<file path="src/rtl/krypton_text_renderer.sv">
// 80x30 text-mode pixel generator: VRAM/font fetch pipeline, 16-entry palette,
// blinking underline cursor, RGB444 and syncs delayed 4 cycles to match the pixels.
module krypton_text_renderer #(
  parameter int H_VISIBLE    = 640,
  parameter int V_VISIBLE    = 480,
  parameter int COLS         = 80,
  parameter int ROWS         = 30,
  parameter int BLINK_FRAMES = 32
) (
  input  logic        i_Clk,
  input  logic        i_Rst_n,
  input  logic [9:0]  i_HCount,
  input  logic [9:0]  i_VCount,
  input  logic        i_HSync,
  input  logic        i_VSync,
  output logic [11:0] o_VramAddr,
  input  logic [15:0] i_VramData,
  output logic [11:0] o_FontAddr,
  input  logic [7:0]  i_FontData,
  input  logic        i_PalWe,
  input  logic [3:0]  i_PalAddr,
  input  logic [11:0] i_PalData,
  input  logic        i_CursorEn,
  input  logic [6:0]  i_CursorCol,
  input  logic [4:0]  i_CursorRow,
  output logic [3:0]  o_Red,
  output logic [3:0]  o_Green,
  output logic [3:0]  o_Blue,
  output logic        o_HSync,
  output logic        o_VSync
);

  localparam logic [9:0] H_VIS = 10'(H_VISIBLE);
  localparam logic [9:0] V_VIS = 10'(V_VISIBLE);
  localparam int BW = (BLINK_FRAMES > 1) ? $clog2(BLINK_FRAMES) : 1;
  localparam logic [BW-1:0] BLINK_LAST = BW'(BLINK_FRAMES - 1);

  typedef enum logic {PH_VISIBLE = 1'b0, PH_HIDDEN = 1'b1} phase_t;

  logic [6:0]  s0_col;
  logic [4:0]  s0_row;
  logic        s0_active, s0_hit;

  logic [2:0]  s1_xbit, s2_xbit;
  logic [3:0]  s1_vrow, s2_vrow;
  logic        s1_active, s2_active, s3_active;
  logic        s1_hit, s2_hit;
  logic [3:0]  s2_fg, s2_bg, s3_index;
  logic        glyph_bit;

  logic [3:0]  hs_pipe, vs_pipe;
  logic [11:0] palette [16];
  logic        vsync_q;
  logic [BW-1:0] blink_cnt;
  phase_t      phase;

  assign s0_col    = i_HCount[9:3];
  assign s0_row    = i_VCount[8:4];
  assign s0_active = (i_HCount < H_VIS) && (i_VCount < V_VIS) && (int'(s0_row) < ROWS);
  assign s0_hit    = (s0_col == i_CursorCol) && (s0_row == i_CursorRow);

  always_comb begin
    glyph_bit = i_FontData[3'd7 - s2_xbit];
    if (s2_hit && (s2_vrow >= 4'd14) && i_CursorEn && (phase == PH_VISIBLE))
      glyph_bit = 1'b1;
  end

  always_ff @(posedge i_Clk or negedge i_Rst_n) begin
    if (!i_Rst_n) begin
      o_VramAddr <= '0;
      o_FontAddr <= '0;
      s1_xbit    <= '0;
      s1_vrow    <= '0;
      s1_active  <= 1'b0;
      s1_hit     <= 1'b0;
      s2_xbit    <= '0;
      s2_vrow    <= '0;
      s2_active  <= 1'b0;
      s2_hit     <= 1'b0;
      s2_fg      <= '0;
      s2_bg      <= '0;
      s3_index   <= '0;
      s3_active  <= 1'b0;
      o_Red      <= '0;
      o_Green    <= '0;
      o_Blue     <= '0;
    end else begin
      // Address only moves on visible pixels so blanking never disturbs VRAM.
      if (s0_active)
        o_VramAddr <= 12'(int'(s0_row) * COLS + int'(s0_col));
      s1_xbit   <= i_HCount[2:0];
      s1_vrow   <= i_VCount[3:0];
      s1_active <= s0_active;
      s1_hit    <= s0_hit;

      o_FontAddr <= {i_VramData[7:0], s1_vrow};
      s2_fg      <= i_VramData[11:8];
      s2_bg      <= i_VramData[15:12];
      s2_xbit    <= s1_xbit;
      s2_vrow    <= s1_vrow;
      s2_active  <= s1_active;
      s2_hit     <= s1_hit;

      s3_index  <= glyph_bit ? s2_fg : s2_bg;
      s3_active <= s2_active;

      {o_Red, o_Green, o_Blue} <= s3_active ? palette[s3_index] : '0;
    end
  end

  always_ff @(posedge i_Clk or negedge i_Rst_n) begin
    if (!i_Rst_n) begin
      hs_pipe <= '1;
      vs_pipe <= '1;
    end else begin
      hs_pipe <= {hs_pipe[2:0], i_HSync};
      vs_pipe <= {vs_pipe[2:0], i_VSync};
    end
  end

  assign o_HSync = hs_pipe[3];
  assign o_VSync = vs_pipe[3];

  always_ff @(posedge i_Clk or negedge i_Rst_n) begin
    if (!i_Rst_n) begin
      for (int unsigned i = 0; i < 16; i++)
        palette[i] <= {3{4'(i)}};
    end else if (i_PalWe) begin
      palette[i_PalAddr] <= i_PalData;
    end
  end

  always_ff @(posedge i_Clk or negedge i_Rst_n) begin
    if (!i_Rst_n) begin
      vsync_q   <= 1'b1;
      blink_cnt <= '0;
      phase     <= PH_VISIBLE;
    end else begin
      vsync_q <= i_VSync;
      if (vsync_q && !i_VSync) begin
        if (blink_cnt == BLINK_LAST) begin
          blink_cnt <= '0;
          phase     <= (phase == PH_VISIBLE) ? PH_HIDDEN : PH_VISIBLE;
        end else begin
          blink_cnt <= blink_cnt + 1'b1;
        end
      end
    end
  end

endmodule
</file>
<file path="config.mk">
export PLATFORM = sky130hd
export DESIGN_NAME = krypton_text_renderer
export DESIGN_NICKNAME = d
export VERILOG_FILES = /design/src/rtl/krypton_text_renderer.sv
export SDC_FILE = /design/constraint.sdc
export NUM_CORES = 1
export LEC_CHECK = 0
export ABC_AREA = 1
export CAP_MARGIN = 20
export CORE_ASPECT_RATIO = 1.25
export CORE_MARGIN = 2
export CORE_UTILIZATION = 40
export CTS_CLUSTER_SIZE = 20
export DETAILED_ROUTE_END_ITERATION = 12
export PLACE_DENSITY = 0.63
export SLEW_MARGIN = 20
export SYNTH_ARGS = -nofsm -noshare
export SYNTH_HDL_FRONTEND = slang
export SYNTH_SLANG_ARGS = --single-unit
</file>
<file path="constraint.sdc">
create_clock -name i_Clk -period 2.9 [get_ports i_Clk]
set_input_delay 0.29 -clock i_Clk [delete_from_list [all_inputs] [get_ports i_Clk]]
set_output_delay 0.29 -clock i_Clk [all_outputs]
set_load 0.02 [all_outputs]
</file>
# After elaboration in Yosys (flattened, before gate mapping)
# Cells that the tools add are included.
[totals] reg_bits=274
[op_classes] add_sub_neg=3 mul=1 n_lt_le_gt_ge=8 eq_ne=3 mux=13 bitwise_logic=3 n_reduce_logical=10
[op_table] operator="$bwmux 192" n=1
[op_table] operator="$bmux 12 s4" n=1
[op_table] operator="$demux 12 s4" n=1
[op_table] operator="$mux 12" n=4
[op_table] operator="$add 12x7->12" n=1
[op_table] operator="$ge 5x5->1 const B" n=2
[op_table] operator="$lt 10x10->1 const B" n=1
[op_table] operator="$lt 10x9->1 const B" n=1
[op_table] operator="$not 4->5" n=2
[op_table] operator="$logic_and 1x1->1" n=8
[op_table] operator="$mul 5x3->8 const B" n=1
[op_table] operator="$eq 7x7->1" n=1
[op_table] operator="$add 5x1->5 const B" n=1
[op_table] operator="$eq 5x5->1" n=1
[op_table] operator="$eq 5x5->1 const B" n=1
[op_table] operator="$lt 5x1->1 const B" n=1
[op_table] operator="$lt 5x5->1 const B" n=1
[op_table] operator="$mux 5" n=1
[op_table] operator="$ge 4x4->1 const B" n=1
[op_table] operator="$lt 3x4->1 const B" n=1
[op_table] operator="$mux 4" n=1
[op_table] operator="$bmux 1 s3" n=1
[op_table] operator="$mux 1" n=3
[op_table] operator="$sub 3x3->3 const A" n=1
[op_table] operator="other kinds (3)" n=3

# Depth between registers and ports, before layout
[depth] ltp_word=6 depth_mapped=12 mapped_depth_nobuf=12

# Least setup slack after synthesis
# OpenSTA, ideal clock, no wires.
[synth_path] kind="input -> register" startpoint="input port i_VCount[5]" endpoint="register o_VramAddr[11]" setup_ns=0.066 t_arrival_ns=1.787 slack_ns=1.047 cell_stages=12 cell_sequence="ha_1 > ha_1 > fa_1 > nand2_1 > inv_1 > nor2_1 > inv_1 > nor2_1 > nand2_1 > nand2_1 > nand2_1 > nand2_1"
[synth_via] elab_chain_len=3 word_cells_on_any_way=6 classes_between="add/sub: 1; mul: 1; order compare: 2; reduce/logical: 2"
[synth_rtl] element="from (decl)" line="13" rtl="input logic [9:0] i_VCount,"
[synth_rtl] element="parallel branches: the longest is 3 deep, another holds $add 12x7->12"
[synth_rtl] element="to (signal assigned)" line="90" rtl="o_VramAddr <= 12'(int'(s0_row) * COLS + int'(s0_col));"
[synth_rtl] element="to (decl)" line="16" rtl="output logic [11:0] o_VramAddr,"
# Several ways; the timed one is not identified.
# A chain may end at the register's enable or synchronous reset.

# Final worst setup path
# Same ends and word-level chain as after synthesis.

==> summary.txt <==
OUTCOME
----------------------------------------------------------------------------------
Outcome                                                                  completed

STA
----------------------------------------------------------------------------------
Relative slew slack                                                          42.3%
Number of hold violations in the final report                                    0
Setup-failing EPs final                                                          0
Total negative setup slack                                                    0 ns
Post-route minimum period                                                  2.02 ns
Maximum clock frequency                                                    494 MHz
Setup Skew                                                              0.00631 ns
Worst Tran Pin Value                                                      0.863 ns
Fin. max-slew vios                                                               0
Period utilization                                                           69.8%
RSZ-0062 raised after global routing                                         false

SETUP PATH
----------------------------------------------------------------------------------
Cell family contributing the most delay on the critical path           adder cells
Critical path buffer and inverter count                                          3
Crit Reg-Reg Startpoint                                                s3_index[0]
Critical path's largest stage delay                                        0.60 ns
Data arrival time of the critical path                                     2.52 ns
Worst-path cell with the longest stage delay                          sky130_fd_sc_hd__clkdlybuf4s50_1
CP Depth                                                                        13
Data required time at the worst endpoint                                   3.40 ns
Internal reg-to-reg setup slack                                            0.98 ns
Top cell by count, worst path                                         sky130_fd_sc_hd__nand2_1
Worst setup path startpoint                                            i_VCount[5]
Start-to-end type of the worst setup path                                in -> reg
Cells along the critical path                                         clkdlybuf4s50_1 > ha_1 > ha_1 > fa_1 > nand2_1 > inv_1 > nor2_1 > inv_1 > nor2_1 > nand2_1 > nand2_1 > nand2_1 > nand2_1
Worst Reg-to-Reg Cells                                                           7
Capturing element type of the critical path                                   flop
Startpoint Class                                                      primary input
Top fanout value on the critical path                                            5

WORST HOLD PATH
----------------------------------------------------------------------------------
Hold path startpoint                                                       i_HSync
Hold WC Path Type                                                        in -> reg
Worst Hold Depth                                                                 1

GRT
----------------------------------------------------------------------------------
Maximum number of pins on one net before global-route repair                    85
Number of global-route vias before repair                                    9,692
Overflow after GRT                                                               0
Global-route usage over all layers                                           19.6%
Wire length of the first global-routing pass                               50.4 mm
Number of antenna violations at the first check in global routing                1

FLOW RUN
----------------------------------------------------------------------------------
Count of maximum capacitance violations                                          0

DETAILED ROUTING
----------------------------------------------------------------------------------
Antenna-violating nets left                                                      0
Via density                                                                   4.89
DRT iter0 DRCs                                                                 704
Vias after detailed routing                                                  9,829
Number of DRC violations after detailed routing                                  0
Number of detailed-route iterations in the first pass                            6
Sum of routed wire length over all layers                                  30.4 mm
Routed wirelength normalized by instance count                             15.1 um

POWER
----------------------------------------------------------------------------------
Peak ir drop on the vdd network                                           0.462 mV
P per Cell Area                                                        748 nW/um^2
Standby leakage power                                                      6.99 nW

CTS
----------------------------------------------------------------------------------
Post CTS Setup Buffer Count                                                      0
Num CTS Buffers                                                                 30
Buffer type at the clock tree root                                    sky130_fd_sc_hd__clkbuf_16
TritonCTS clock tree                                                          done
Cells resized by post-CTS repair                                                 0
CTS clk-pin slew, worst paths                                              0.06 ns
Sinks on the clock net                                                         269
Skew-Pair Late Insertion Delay                                             0.57 ns
Number of buffers on the longest clock path                                      3
Clock H-tree levels                                                              1

SYNTH
----------------------------------------------------------------------------------
Synthesized netlist cell count                                               1,492
Syn. warnings                                                                    0
Per-instance average area after synthesis                               8.18 sq um
Post-synthesis cell type with the largest combined area               sky130_fd_sc_hd__dfrtp_1
Area contributors post-synth                                          sky130_fd_sc_hd__dfrtp_1, sky130_fd_sc_hd__dfstp_2, sky130_fd_sc_hd__nand2_1
Synthesized Nets                                                             1,583
Synth top area share                                                         33.8%
Synthesized area                                                      12,200 sq um
Share of the yosys chip area belonging to registers                          56.2%
Unique cell type count in the Yosys netlist                                     25
Number of synthesized register bits                                            269

FINISH
----------------------------------------------------------------------------------
Leading cell types in the layout, fill and taps excluded              sky130_fd_sc_hd__nand2_1, sky130_fd_sc_hd__o21ai_0, sky130_fd_sc_hd__inv_1
Leading cell type in the layout, fill and taps excluded               sky130_fd_sc_hd__nand2_1
Signed area change from the synthesized netlist to the final layout          22.0%
Finished Cell Area                                                    14,900 sq um
Share of post-route cells with drive strength above 1                        11.9%
Nets                                                                         1,674

PLACEMENT
----------------------------------------------------------------------------------
Post-place instance area                                              13,800 sq um
Final weighted congestion in routability-driven placement                    0.776
Half-perimeter wire length of the detailed placement result                19.0 mm
Number of input and output port buffers inserted                               115

FLOORPLANNING
----------------------------------------------------------------------------------
Number of ports placed on the die boundary                                     116
Std cell rows                                                                   71
Core box area                                                         30,100 sq um
X dimension of the die                                                      160 um
Die Span Y                                                                  199 um
Initial Utilization                                                          40.5%
Die ar.                                                               31,900 sq um

[flip-flops by register name, indices dropped and copies added, names as in the netlist, 3 cells and up]
signal,flops
blink_cnt,5
hs_pipe,4
o_Blue,4
o_FontAddr,9
o_Green,4
o_Red,4
o_VramAddr,12
palette,192
s1_vrow,4
s1_xbit,3
s2_bg,4
s2_fg,4
s2_vrow,3
s2_xbit,3
s3_index,4
vs_pipe,4
[logic make-up (layout without fill, tap and decap cells)]
kind of cell / count (synthesis) / in the layout / share of synthesized area [%]
buffers and inverters: 259 / 374 / 8.25
XOR/XNOR: 16 / 16 / 1.15
adder cells (fa/ha/maj): 13 / 13 / 1.46
AO/OA/AOI/OAI: 225 / 225 / 9.25
other: 0 / 1 / 0
multiplexers: 1 / 1 / 0.0922
flip-flops: 269 / 269 / 56.2
AND/OR/NAND/NOR: 709 / 709 / 23.6
[metal layers]
metal / share of wire [%] / track usage (%) / up-vias / wire, um
met1: 44 / 25.7 / 4651 / 13500
met2: 47 / 33.1 / 293 / 14200
met3: 6.6 / 3.47 / 45 / 1990
met4: 2.4 / 6.44 / 0 / 738
met5: 0 / 0 / - / 0
li1: - / - / 4840 / -
[cells in the mapped netlist (all sizes together)]
library cell / instances
nand2: 492
o21ai: 206
inv: 173
dfrtp: 165
nand3: 149
dfstp: 104
nor2: 56
clkbuf: 54
buf: 32
a21oi: 17
ha: 11
xor2: 10
nor3: 6
xnor2: 6
fa: 2
nand3b: 2
nand4: 2
and3: 1
mux2: 1
o21a: 1
o22ai: 1
or2: 1
[final timing paths]
check                                 end
min reg2reg                    s2_vrow[0]
min                            hs_pipe[0]
max in group asynchronous    palette[149]
max reg2reg                     o_Blue[3]
min in group asynchronous   o_VramAddr[8]
max                        o_VramAddr[11]
[worst register-to-register path, stage by stage (launching register included)]
cell and delay (ns):
sky130_fd_sc_hd__dfrtp_4 0.68, sky130_fd_sc_hd__buf_12 0.40, sky130_fd_sc_hd__nand2_1 0.14, sky130_fd_sc_hd__nand2_1 0.10, sky130_fd_sc_hd__nand2_1 0.05, sky130_fd_sc_hd__nand3_1 0.12
sky130_fd_sc_hd__nand3_1 0.11, sky130_fd_sc_hd__a21oi_1 0.22
[timing repair]
action | CTS | global route
hold buffers | 1 | 0
setup endpoints to repair | 0 | 0
endpoints found under the hold margin | 44 | 0
[where the power goes]
part           switching [mW]  leakage [nW]  internal (mW)  total (mW)
logic                    1.24          3.32          0.826        2.07
clock network            1.55         0.527           2.55        4.10
registers               0.328          3.14           4.66        4.99
total                    3.12          6.99           8.03        11.2
[area by class of cell]
| class | instances | area (sq um) |
|---|---|---|
| timing repair buffer | 145 | 1460 |
| fill | 2871 | 15200 |
| clock buffer | 43 | 881 |
| multi-input combinational | 964 | 4340 |
| inverter | 173 | 649 |
| clock inverter | 13 | 199 |
| antenna | 1 | 2.50 |
| sequential | 269 | 6870 |
| tap | 401 | 502 |
[through the flow]
step	total power [mW]	util [%]	instances	hold WS [ns]	worst slack (ns)
after floorplan	6.34	-	1492	-0.00559	1.05
after global placement	7.04	45.9	1951	0.271	0.303
after detailed placement	7.11	45.9	1951	0.284	0.303
after CTS	11.3	49.5	2008	0.111	0.877
after global routing	11.8	49.5	2009	0.136	0.667
final	11.2	49.5	2009	0.137	0.876
(Power assumes the default switching activity.)
